File: config.mk
export PLATFORM = sky130hd
export DESIGN_NAME = rs_param_flat
export DESIGN_NICKNAME = d
export VERILOG_FILES = /design/src/rtl/rs_param_if.sv /design/src/rtl/rs_param.sv /design/src/flat_wrapper.sv
export SDC_FILE = /design/constraint.sdc
export NUM_CORES = 2
export LEC_CHECK = 0
export BUFFER_PORTS_ARGS = -buffer_cell sky130_fd_sc_hd__buf_2
export CAP_MARGIN = 40
export CORE_AREA = 5 5 372 374
export DETAILED_ROUTE_END_ITERATION = 8
export DIE_AREA = 0 0 377 379
export HOLD_SLACK_MARGIN = 0.08
export PLACE_DENSITY = 0.75
export REMOVE_ABC_BUFFERS = 1
export SLEW_MARGIN = 15
export SYNTH_ARGS = -nofsm -noshare
export SYNTH_HDL_FRONTEND = slang
export SYNTH_SLANG_ARGS = --single-unit
File: constraint.sdc
create_clock -name clk -period 10.4 [get_ports clk]
set_clock_uncertainty 0.15 [all_clocks]
set_input_delay 1.04 -clock clk [delete_from_list [all_inputs] [get_ports clk]]
set_output_delay 1.04 -clock clk [all_outputs]
set_load 0.01 [all_outputs]
File: src/rtl/rs_param_if.sv
// Dispatch, result-bus and issue signals of the reservation station.
// The station itself connects through the slave modport; the dispatch stage,
// result buses and execution unit side connect through the master modport.
interface rs_param_if #(
    parameter int ENTRIES = 8,
    parameter int DATA_W  = 32,
    parameter int ROB_W   = 4,
    parameter int OP_W    = 6,
    parameter int CDB_N   = 2
);
    localparam int CNT_W = $clog2(ENTRIES + 1);

    logic                      flush;
    logic                      in_valid;
    logic [OP_W-1:0]           in_op;
    logic [DATA_W-1:0]         in_imm;
    logic [DATA_W-1:0]         in_pc;
    logic [ROB_W-1:0]          in_Qj;
    logic [ROB_W-1:0]          in_Qk;
    logic [DATA_W-1:0]         in_Vj;
    logic [DATA_W-1:0]         in_Vk;
    logic [ROB_W-1:0]          in_rd_rob;
    logic                      in_has_rd_dest;
    logic [CDB_N-1:0]          cdb_valid;
    logic [CDB_N*ROB_W-1:0]    cdb_tag;
    logic [CDB_N*DATA_W-1:0]   cdb_data;
    logic                      out_valid;
    logic                      out_ready;
    logic [OP_W-1:0]           out_op;
    logic [DATA_W-1:0]         out_Vj;
    logic [DATA_W-1:0]         out_Vk;
    logic [DATA_W-1:0]         out_imm;
    logic [DATA_W-1:0]         out_pc;
    logic [ROB_W-1:0]          out_rob_tag;
    logic                      has_capacity;
    logic [CNT_W-1:0]          count;

    modport master (
        output flush, in_valid, in_op, in_imm, in_pc, in_Qj, in_Qk, in_Vj, in_Vk,
               in_rd_rob, in_has_rd_dest, cdb_valid, cdb_tag, cdb_data, out_ready,
        input  out_valid, out_op, out_Vj, out_Vk, out_imm, out_pc, out_rob_tag,
               has_capacity, count
    );

    modport slave (
        input  flush, in_valid, in_op, in_imm, in_pc, in_Qj, in_Qk, in_Vj, in_Vk,
               in_rd_rob, in_has_rd_dest, cdb_valid, cdb_tag, cdb_data, out_ready,
        output out_valid, out_op, out_Vj, out_Vk, out_imm, out_pc, out_rob_tag,
               has_capacity, count
    );
endinterface

File: src/rtl/rs_param.sv
// Parametrised reservation station: buffers decoded operations, resolves
// operand tags from the result buses (including at dispatch), and issues the
// oldest ready operation through a valid/ready output register.
module rs_param #(
    parameter int ENTRIES = 8,
    parameter int DATA_W  = 32,
    parameter int ROB_W   = 4,
    parameter int OP_W    = 6,
    parameter int CDB_N   = 2
) (
    input logic       clk,
    input logic       rst,
    rs_param_if.slave bus
);
    localparam int IDX_W = $clog2(ENTRIES);
    localparam int CNT_W = $clog2(ENTRIES + 1);

    typedef struct packed {
        logic              hit;
        logic [DATA_W-1:0] data;
    } snoop_t;

    // Entry storage; age_q[i][j] set means entry i is older than entry j.
    logic [ENTRIES-1:0] busy_q, busy_d;
    logic [OP_W-1:0]    op_q   [ENTRIES];
    logic [OP_W-1:0]    op_d   [ENTRIES];
    logic [ROB_W-1:0]   qj_q   [ENTRIES];
    logic [ROB_W-1:0]   qj_d   [ENTRIES];
    logic [ROB_W-1:0]   qk_q   [ENTRIES];
    logic [ROB_W-1:0]   qk_d   [ENTRIES];
    logic [DATA_W-1:0]  vj_q   [ENTRIES];
    logic [DATA_W-1:0]  vj_d   [ENTRIES];
    logic [DATA_W-1:0]  vk_q   [ENTRIES];
    logic [DATA_W-1:0]  vk_d   [ENTRIES];
    logic [DATA_W-1:0]  imm_q  [ENTRIES];
    logic [DATA_W-1:0]  imm_d  [ENTRIES];
    logic [DATA_W-1:0]  pc_q   [ENTRIES];
    logic [DATA_W-1:0]  pc_d   [ENTRIES];
    logic [ROB_W-1:0]   rob_q  [ENTRIES];
    logic [ROB_W-1:0]   rob_d  [ENTRIES];
    logic [ENTRIES-1:0] age_q  [ENTRIES];
    logic [ENTRIES-1:0] age_d  [ENTRIES];

    logic [CNT_W-1:0]   count_q, count_d;
    logic               out_valid_q, out_valid_d;
    logic [OP_W-1:0]    out_op_q, out_op_d;
    logic [DATA_W-1:0]  out_vj_q, out_vj_d, out_vk_q, out_vk_d;
    logic [DATA_W-1:0]  out_imm_q, out_imm_d, out_pc_q, out_pc_d;
    logic [ROB_W-1:0]   out_rob_q, out_rob_d;

    logic [ENTRIES-1:0] ready, oldest;
    logic [IDX_W-1:0]   free_idx, issue_idx;
    logic               has_capacity, accept, issue;
    snoop_t             wake_j [ENTRIES];
    snoop_t             wake_k [ENTRIES];
    snoop_t             disp_j, disp_k;

    // Match a nonzero tag against the valid buses; lowest bus index wins.
    function automatic snoop_t snoop(input logic [ROB_W-1:0]        tag,
                                     input logic [CDB_N-1:0]        valid,
                                     input logic [CDB_N*ROB_W-1:0]  tags,
                                     input logic [CDB_N*DATA_W-1:0] data);
        snoop_t r;
        r = '0;
        for (int k = CDB_N - 1; k >= 0; k--) begin
            if (valid[k] && tag != '0 && tags[k*ROB_W +: ROB_W] == tag) begin
                r.hit  = 1'b1;
                r.data = data[k*DATA_W +: DATA_W];
            end
        end
        return r;
    endfunction

    assign has_capacity = (count_q < CNT_W'(ENTRIES));
    assign accept       = bus.in_valid && has_capacity && !bus.flush;
    assign issue        = (|ready) && (!out_valid_q || bus.out_ready) && !bus.flush;
    assign disp_j       = snoop(bus.in_Qj, bus.cdb_valid, bus.cdb_tag, bus.cdb_data);
    assign disp_k       = snoop(bus.in_Qk, bus.cdb_valid, bus.cdb_tag, bus.cdb_data);

    // Per-entry readiness, bus snoop results and lowest free slot.
    always_comb begin
        // NOTE: every combinational output gets a default first so no path can leave it unassigned and infer a latch.
        free_idx = '0;
        for (int i = ENTRIES - 1; i >= 0; i--) begin
            ready[i]  = busy_q[i] && qj_q[i] == '0 && qk_q[i] == '0;
            wake_j[i] = snoop(qj_q[i], bus.cdb_valid, bus.cdb_tag, bus.cdb_data);
            wake_k[i] = snoop(qk_q[i], bus.cdb_valid, bus.cdb_tag, bus.cdb_data);
            if (!busy_q[i]) free_idx = IDX_W'(i);
        end
    end

    // Oldest-ready selection: a ready entry loses if any other ready entry is older.
    always_comb begin
        oldest    = ready;
        issue_idx = '0;
        for (int i = 0; i < ENTRIES; i++) begin
            for (int j = 0; j < ENTRIES; j++) begin
                if (j != i && ready[j] && !age_q[i][j]) oldest[i] = 1'b0;
            end
            if (oldest[i]) issue_idx = IDX_W'(i);
        end
    end

    // Entry next state: wakeup, issue-free, dispatch with bypass, flush.
    always_comb begin
        busy_d = busy_q;  op_d  = op_q;   qj_d = qj_q;  qk_d = qk_q;
        vj_d   = vj_q;    vk_d  = vk_q;   imm_d = imm_q; pc_d = pc_q;
        rob_d  = rob_q;   age_d = age_q;
        for (int i = 0; i < ENTRIES; i++) begin
            if (busy_q[i] && wake_j[i].hit) begin
                qj_d[i] = '0;
                vj_d[i] = wake_j[i].data;
            end
            if (busy_q[i] && wake_k[i].hit) begin
                qk_d[i] = '0;
                vk_d[i] = wake_k[i].data;
            end
        end
        if (issue) busy_d[issue_idx] = 1'b0;
        if (accept) begin
            busy_d[free_idx] = 1'b1;
            op_d[free_idx]   = bus.in_op;
            qj_d[free_idx]   = disp_j.hit ? '0 : bus.in_Qj;
            vj_d[free_idx]   = disp_j.hit ? disp_j.data : bus.in_Vj;
            qk_d[free_idx]   = disp_k.hit ? '0 : bus.in_Qk;
            vk_d[free_idx]   = disp_k.hit ? disp_k.data : bus.in_Vk;
            imm_d[free_idx]  = bus.in_imm;
            pc_d[free_idx]   = bus.in_pc;
            rob_d[free_idx]  = bus.in_has_rd_dest ? bus.in_rd_rob : '0;
            for (int j = 0; j < ENTRIES; j++) begin
                age_d[free_idx][j] = 1'b0;
                age_d[j][free_idx] = busy_q[j];
            end
        end
        if (bus.flush) busy_d = '0;
    end

    // Output register next state: load on issue, drop on consume or flush.
    always_comb begin
        out_valid_d = out_valid_q;
        out_op_d    = out_op_q;
        out_vj_d    = out_vj_q;
        out_vk_d    = out_vk_q;
        out_imm_d   = out_imm_q;
        out_pc_d    = out_pc_q;
        out_rob_d   = out_rob_q;
        count_d     = count_q + CNT_W'(accept) - CNT_W'(issue);
        if (bus.flush) begin
            out_valid_d = 1'b0;
            count_d     = '0;
        end else if (issue) begin
            out_valid_d = 1'b1;
            out_op_d    = op_q[issue_idx];
            out_vj_d    = vj_q[issue_idx];
            out_vk_d    = vk_q[issue_idx];
            out_imm_d   = imm_q[issue_idx];
            out_pc_d    = pc_q[issue_idx];
            out_rob_d   = rob_q[issue_idx];
        end else if (bus.out_ready) begin
            out_valid_d = 1'b0;
        end
    end

    // Control and output registers with synchronous reset.
    always_ff @(posedge clk) begin
        // NOTE: sequential state uses non-blocking assignments so every register samples pre-edge values.
        if (rst) begin
            busy_q      <= '0;
            count_q     <= '0;
            out_valid_q <= 1'b0;
            out_op_q    <= '0;
            out_vj_q    <= '0;
            out_vk_q    <= '0;
            out_imm_q   <= '0;
            out_pc_q    <= '0;
            out_rob_q   <= '0;
        end else begin
            busy_q      <= busy_d;
            count_q     <= count_d;
            out_valid_q <= out_valid_d;
            out_op_q    <= out_op_d;
            out_vj_q    <= out_vj_d;
            out_vk_q    <= out_vk_d;
            out_imm_q   <= out_imm_d;
            out_pc_q    <= out_pc_d;
            out_rob_q   <= out_rob_d;
        end
    end

    // Entry payload and age matrix storage.
    always_ff @(posedge clk) begin
        // NOTE: payload storage has no reset; busy_q gates every use, so stale contents are never observed.
        op_q  <= op_d;  qj_q <= qj_d;  qk_q  <= qk_d;  vj_q <= vj_d;  vk_q  <= vk_d;
        imm_q <= imm_d; pc_q <= pc_d;  rob_q <= rob_d; age_q <= age_d;
    end

    assign bus.out_valid    = out_valid_q;
    assign bus.out_op       = out_op_q;
    assign bus.out_Vj       = out_vj_q;
    assign bus.out_Vk       = out_vk_q;
    assign bus.out_imm      = out_imm_q;
    assign bus.out_pc       = out_pc_q;
    assign bus.out_rob_tag  = out_rob_q;
    assign bus.has_capacity = has_capacity;
    assign bus.count        = count_q;
endmodule

File: src/flat_wrapper.sv
// flat-port wrapper written by rule: the top's interface ports become plain ports
module rs_param_flat 
#(
    parameter int ENTRIES = 8,
    parameter int DATA_W  = 32,
    parameter int ROB_W   = 4,
    parameter int OP_W    = 6,
    parameter int CDB_N   = 2
)
  (clk, rst, bus_flush, bus_in_valid, bus_in_op, bus_in_imm, bus_in_pc, bus_in_Qj, bus_in_Qk, bus_in_Vj, bus_in_Vk, bus_in_rd_rob, bus_in_has_rd_dest, bus_cdb_valid, bus_cdb_tag, bus_cdb_data, bus_out_ready, bus_out_valid, bus_out_op, bus_out_Vj, bus_out_Vk, bus_out_imm, bus_out_pc, bus_out_rob_tag, bus_has_capacity, bus_count);
  rs_param_if #(.ENTRIES(ENTRIES), .DATA_W(DATA_W), .ROB_W(ROB_W), .OP_W(OP_W), .CDB_N(CDB_N)) bus_i ();
  input logic clk;
  input logic rst;
  input wire logic [$bits(bus_i.flush)-1:0] bus_flush;
  input wire logic [$bits(bus_i.in_valid)-1:0] bus_in_valid;
  input wire logic [$bits(bus_i.in_op)-1:0] bus_in_op;
  input wire logic [$bits(bus_i.in_imm)-1:0] bus_in_imm;
  input wire logic [$bits(bus_i.in_pc)-1:0] bus_in_pc;
  input wire logic [$bits(bus_i.in_Qj)-1:0] bus_in_Qj;
  input wire logic [$bits(bus_i.in_Qk)-1:0] bus_in_Qk;
  input wire logic [$bits(bus_i.in_Vj)-1:0] bus_in_Vj;
  input wire logic [$bits(bus_i.in_Vk)-1:0] bus_in_Vk;
  input wire logic [$bits(bus_i.in_rd_rob)-1:0] bus_in_rd_rob;
  input wire logic [$bits(bus_i.in_has_rd_dest)-1:0] bus_in_has_rd_dest;
  input wire logic [$bits(bus_i.cdb_valid)-1:0] bus_cdb_valid;
  input wire logic [$bits(bus_i.cdb_tag)-1:0] bus_cdb_tag;
  input wire logic [$bits(bus_i.cdb_data)-1:0] bus_cdb_data;
  input wire logic [$bits(bus_i.out_ready)-1:0] bus_out_ready;
  output wire logic [$bits(bus_i.out_valid)-1:0] bus_out_valid;
  output wire logic [$bits(bus_i.out_op)-1:0] bus_out_op;
  output wire logic [$bits(bus_i.out_Vj)-1:0] bus_out_Vj;
  output wire logic [$bits(bus_i.out_Vk)-1:0] bus_out_Vk;
  output wire logic [$bits(bus_i.out_imm)-1:0] bus_out_imm;
  output wire logic [$bits(bus_i.out_pc)-1:0] bus_out_pc;
  output wire logic [$bits(bus_i.out_rob_tag)-1:0] bus_out_rob_tag;
  output wire logic [$bits(bus_i.has_capacity)-1:0] bus_has_capacity;
  output wire logic [$bits(bus_i.count)-1:0] bus_count;
  assign bus_i.flush = bus_flush;
  assign bus_i.in_valid = bus_in_valid;
  assign bus_i.in_op = bus_in_op;
  assign bus_i.in_imm = bus_in_imm;
  assign bus_i.in_pc = bus_in_pc;
  assign bus_i.in_Qj = bus_in_Qj;
  assign bus_i.in_Qk = bus_in_Qk;
  assign bus_i.in_Vj = bus_in_Vj;
  assign bus_i.in_Vk = bus_in_Vk;
  assign bus_i.in_rd_rob = bus_in_rd_rob;
  assign bus_i.in_has_rd_dest = bus_in_has_rd_dest;
  assign bus_i.cdb_valid = bus_cdb_valid;
  assign bus_i.cdb_tag = bus_cdb_tag;
  assign bus_i.cdb_data = bus_cdb_data;
  assign bus_i.out_ready = bus_out_ready;
  assign bus_out_valid = bus_i.out_valid;
  assign bus_out_op = bus_i.out_op;
  assign bus_out_Vj = bus_i.out_Vj;
  assign bus_out_Vk = bus_i.out_Vk;
  assign bus_out_imm = bus_i.out_imm;
  assign bus_out_pc = bus_i.out_pc;
  assign bus_out_rob_tag = bus_i.out_rob_tag;
  assign bus_has_capacity = bus_i.has_capacity;
  assign bus_count = bus_i.count;
  rs_param #(.ENTRIES(ENTRIES), .DATA_W(DATA_W), .ROB_W(ROB_W), .OP_W(OP_W), .CDB_N(CDB_N)) u_core (.clk(clk), .rst(rst), .bus(bus_i));
endmodule
# Yosys cells after proc, flatten, opt, wreduce, memory -nomap -nowiden
# Index checks and enable logic that the tools add are counted.
# classes
add_sub_neg	2
multipliers	0
div_mod_pow	0
n_lt_le_gt_ge	8
eq_ne	36
shifts	0
muxes	205
n_bitwise	22
reduce_logical	250
# ops
op	count
two-way mux 33 bit	36
bitwise mux 256 bit	4
two-way mux 32 bit	29
bitwise AND 64 bit	8
two-way mux 256 bit	2
inverter 64 bit	8
binary-select mux 32 bit (select 3 bit)	4
demux 8 bit (select 3 bit)	8
logical AND 1 bit	160
equality test 4 bit	36
bitwise mux 32 bit	3
demux 32 bit (select 3 bit)	1
two-way mux 4 bit	23
nonzero test 4 bit	18
bitwise mux 8 bit	8
zero test 4 bit	16
two-way mux 1 bit	55
zero test 1 bit	51
bitwise mux 48 bit	1
two-way mux 3 bit	13
two-way mux 6 bit	4
two-way mux 8 bit	3
binary-select mux 6 bit (select 3 bit)	1
demux 6 bit (select 3 bit)	1
other kinds (23)	30
# totals
ff_bits	1383
latch_bits	0
mem_bits_rw	0
rom_bits	0
in_bits	226
output_inout_bits	144
word_cells	604
mem_count	0

# Logic depth before layout (Yosys ltp)
# depth
word_depth	30
mapped_depth	16
depth_no_buf	12

# Worst setup path after synthesis
# OpenSTA, ideal clock, no wires.
# synth_path
kind	input-to-reg
start	in bus_flush
end	reg u_core.imm_q[0] in the netlist's numbering, enable pin
setup_time_ns	0.467
t_arrival_ns	4.741
required_ns	9.783
slack_ns	5.042
stages	7
n_path_buf	2
cell_sequence	inv_1 -> nand3_1 -> inv_2 -> nand2_1 -> inv_1 -> clkbuf_1 -> clkbuf_1
# synth_between
elab_chain_len	2
# synth_lines
element	line_no	rtl
from (decl)	flat_wrapper.sv:14	input wire logic [$bits(bus_i.flush)-1:0] bus_flush;
zero test 1 bit	rs_param.sv:75	assign accept = bus.in_valid && has_capacity && !bus.flush;
logical AND 1 bit	rs_param.sv:75	
named net u_core.accept	rs_param.sv:53	logic has_capacity, accept, issue;
to (signal assigned)	rs_param.sv:194	imm_q <= imm_d; pc_q <= pc_d; rob_q <= rob_d; age_q <= age_d;
to (decl)	rs_param.sv:35	logic [DATA_W-1:0] imm_q [ENTRIES];
# The timed path passes the listed nets, and every way through them passes these cells.
# A chain may end at the register's enable or synchronous reset.

# Final worst setup path
# layout_path
start	reg u_core.qk_q[4] in the netlist's numbering
end	reg u_core.out_imm_q[29], in the netlist u_core.bus.out_imm[29]
# layout_between
elab_chain_len	16
word_cells_on_any_way	41
cone_classes	mux: 28; bitwise: 1; reduce/logical: 12
# layout_lines
element	line_no	rtl
from (decl)	rs_param.sv:29	logic [ROB_W-1:0] qk_q [ENTRIES];
from (signal assigned)	rs_param.sv:193	op_q <= op_d; qj_q <= qj_d; qk_q <= qk_d; vj_q <= vj_d; vk_q <= vk_d;
zero test 4 bit (*)	rs_param.sv:85	ready[i] = busy_q[i] && qj_q[i] == '0 && qk_q[i] == '0;
logical AND 1 bit (*)	rs_param.sv:85	
logical AND 1 bit	rs_param.sv:98	if (j != i && ready[j] && !age_q[i][j]) oldest[i] = 1'b0;
two-way mux 1 bit (2 in a row)	rs_param.sv:98	
two-way mux 1 bit	rs_param.sv:100	if (oldest[i]) issue_idx = IDX_W'(i);
two-way mux 2 bit (2 in a row)	rs_param.sv:100	
two-way mux 3 bit (4 in a row)	rs_param.sv:100	
inverter 3 -> 4 bit (implied by the code)	rs_param.sv:156	out_imm_d = imm_q[issue_idx];
binary-select mux 32 bit (select 3 bit)	rs_param.sv:156	
two-way mux 32 bit (implied by the code) (2 in a row)	rs_param.sv:156	
to (signal assigned)	rs_param.sv:184	out_imm_q <= out_imm_d;
to (decl)	rs_param.sv:48	logic [DATA_W-1:0] out_imm_q, out_imm_d, out_pc_q, out_pc_d;
# Mark *: on every way between the ends. The rest lies on a longest branch, timed or not. The select of a mux whose other input is x is not followed.

==> flow_summary.json <==
{
  "max_slew_margin_pct": 20.1,
  "post_cts_buffers": 0,
  "startpoint_type": "register",
  "arrival_ns": 6.23,
  "htreeDepth": 4,
  "synth_edf_count": 641,
  "syn_avg_cell_area_um2": 9.99,
  "synthToLayoutAreaGrowth_pct": 12.4,
  "final.min_clock_period_ns": 5.71,
  "hp-class": "reg -> reg",
  "grt_use_total_pct": 31.6,
  "cts_hold_buf": 0,
  "portBuffers": 369,
  "leakage_nw": 25.6,
  "dp.cells": 8221,
  "ant_nets": 0,
  "route.detailed.drc": 0,
  "wl_per_cell_um": 27.8,
  "yosys-top-cells-area": "edfxtp_1, dfxtp_1, mux2i_1, o21ai_0, clkbuf_1",
  "clk_latency_ns": 0.82,
  "async_flop_share_pct": 0,
  "cts_resized": 0,
  "yosysTopAreaCell": "edfxtp_1",
  "hold_viol": 0,
  "setup_viol": 0,
  "worstMarginPinSlew_ns": 1.20,
  "grt_pass1_vias": 54246,
  "powerDensity_nw_per_um2": 158,
  "synth_most_common_cell": "mux2i_1",
  "grt_first_pass_wirelength_um": 344000,
  "syn-cell-area_um2": 66700,
  "initialDrtViolationCount": 7721,
  "die_x_um": 377,
  "critical_path_required_ns": 10.92,
  "grt-ovfl-total": 0,
  "tns_ns": 0,
  "firstDrtPassIters": 7,
  "coreArea_um2": 135000,
  "period_share_pct": 54.9,
  "yosysSeqAreaShare_pct": 50.7,
  "grt_setup_unrepaired": "false",
  "synth.distinct_cells": 64,
  "hpwlAfterDp_um": 133000,
  "fillCellCount": 11246,
  "maxCapViolCount": 0,
  "vias": 56754,
  "start_util_pct": 49.5,
  "timing.rr.start": "u_core.qk_q[4]",
  "post_drt_via_cell_ratio": 6.66,
  "drive_gt1_share_pct": 12.4,
  "place_congestion": 0.936,
  "syn-instance-count": 6673,
  "cts_inserted_buffers": 145,
  "ys_warn_count": 0,
  "finalNetCount": 6831,
  "finalPower_mw": 11.8,
  "hold_start": "u_core.bus.out_Vj[18]",
  "io_pins": 370,
  "finalNonFillerCells": 8528,
  "wl_um": 237000,
  "drv_slew": 0,
  "die_y_um": 379,
  "crit_path_end_kind": "register",
  "status": "complete, no violations",
  "cts_buffer_depth": 3,
  "ys_ff_latch": 1368,
  "fmax_mhz": 175,
  "clkSlewWorstSetupHoldPaths_ns": 0.06,
  "startpoint": "u_core.qk_q[4]",
  "cts_tree": "done",
  "ir_drop_v": 0.000173,
  "synth_top_cell_area_share_pct": 28.9,
  "root_buffer": "clkbuf_16",
  "worstSetupPathType": "reg -> reg",
  "fp-row-count": 135,
  "antenna_found_initial": 44,
  "final_core_util_pct": 55.7,
  "synthFlopType": "dfxtp_1",
  "grt_max_degree": 197,
  "critPathMaxFanout": 119,
  "yosys-top-cells-count": "mux2i_1, dfxtp_1, edfxtp_1, clkbuf_1, o21ai_0",
  "dieArea_um2": 143000,
  "clock_sinks": 1368
}
## flip-flops by register name, indices dropped and copies added, names as in the netlist, 48 cells and up
register      cells
u_core.imm_q    256
u_core.vj_q     256
u_core.pc_q     256
u_core.vk_q     256
u_core.age_q     49
u_core.op_q      48
## layout by cell type, fill, tap and decap left out, types with 32 or more instances in the layout
cell type / Yosys / routed
mux2i_1: 814 / 814
nand3_1: 184 / 184
mux2_2: 33 / 33
xnor2_1: 83 / 83
dfxtp_1: 727 / 727
edfxtp_1: 641 / 641
a21o_1: 149 / 149
o211ai_1: 161 / 161
buf_16: 0 / 34
o21ai_0: 622 / 622
nor4_1: 35 / 35
a221oi_1: 128 / 128
buf_4: 6 / 88
nor2_1: 562 / 552
a221o_1: 136 / 136
nand2_1: 508 / 501
a311oi_1: 138 / 138
a21oi_1: 400 / 396
nor3b_1: 275 / 275
xor2_1: 42 / 42
clkbuf_16: 0 / 151
buf_2: 8 / 370
o21ai_1: 41 / 32
## per-stage QoR
| step | setup slack, ns | hold slack (ns) | cell area (um2) |
|---|---|---|---|
| after floorplan | -12.74 | 0.311 | 63700 |
| after global placement | 4.85 | 0.332 | 68900 |
| after detailed placement | 4.85 | 0.338 | 69800 |
| after CTS | 4.76 | 0.316 | 74600 |
| after global routing | 4.54 | 0.330 | 74900 |
| final | 4.69 | 0.346 | 74900 |
## per-layer routing
layer / global-route usage (%) / share of wire (%)
met2: 48.3 / 43
met5: 0 / 0.093
met3: 9.37 / 13
met4: 17.7 / 5.9
met1: 40.3 / 38
## critical path, cell delays in order, from the launching register on
cell       delay (ns)
dfxtp_1          0.35
or4_1            0.71
or3_1            0.48
a2111oi_0        0.55
o2111ai_1        0.53
nor2_4           0.79
buf_12           0.73
a21oi_4          0.07
buf_12           0.38
mux2i_1          0.25
a311oi_1         0.42
## where the power goes
part	switching [mW]	total [mW]	internal (mW)
clock network	2.24	5.21	2.98
registers	0.0912	5.88	5.78
logic	0.473	0.753	0.281
## cell families (layout without fill, tap and decap cells)
| kind of cell | Yosys count | count (layout) | share of synthesized area (%) |
|---|---|---|---|
| AND/OR/NAND/NOR | 1725 | 1725 | 12.4 |
| buffers and inverters | 762 | 809 | 4.56 |
| multiplexers | 847 | 847 | 12.8 |
| flip-flops | 1368 | 1368 | 50.7 |
| other | 0 | 27 | 0 |
| AO/OA/AOI/OAI | 1841 | 1841 | 17.8 |
| adder cells (fa/ha/maj) | 5 | 5 | 0.105 |
| XOR/XNOR | 125 | 125 | 1.64 |
## path summary, 6_finish.rpt
check	end	slack, ns	cells past startpoint
min	u_core.bus.out_Vj[18]	0.35	2
max reg2reg	u_core.bus.out_imm[29]	4.69	10
max	u_core.bus.out_imm[29]	4.69	10
min reg2reg	u_core.bus.out_Vj[18]	0.35	2
## cell type report
cell class                 instances  area [um2]  area share (%)
inverter                          31         159           0.212
tap                             1781        2230            2.97
multi-input combinational       4543       30100            40.2
antenna                           27        67.6          0.0901
clock buffer                     204        4210            5.61
sequential                      1368       33800            45.1
clock inverter                    63         534           0.713
timing repair buffer             511        3800            5.07
(Power assumes the default switching activity.)
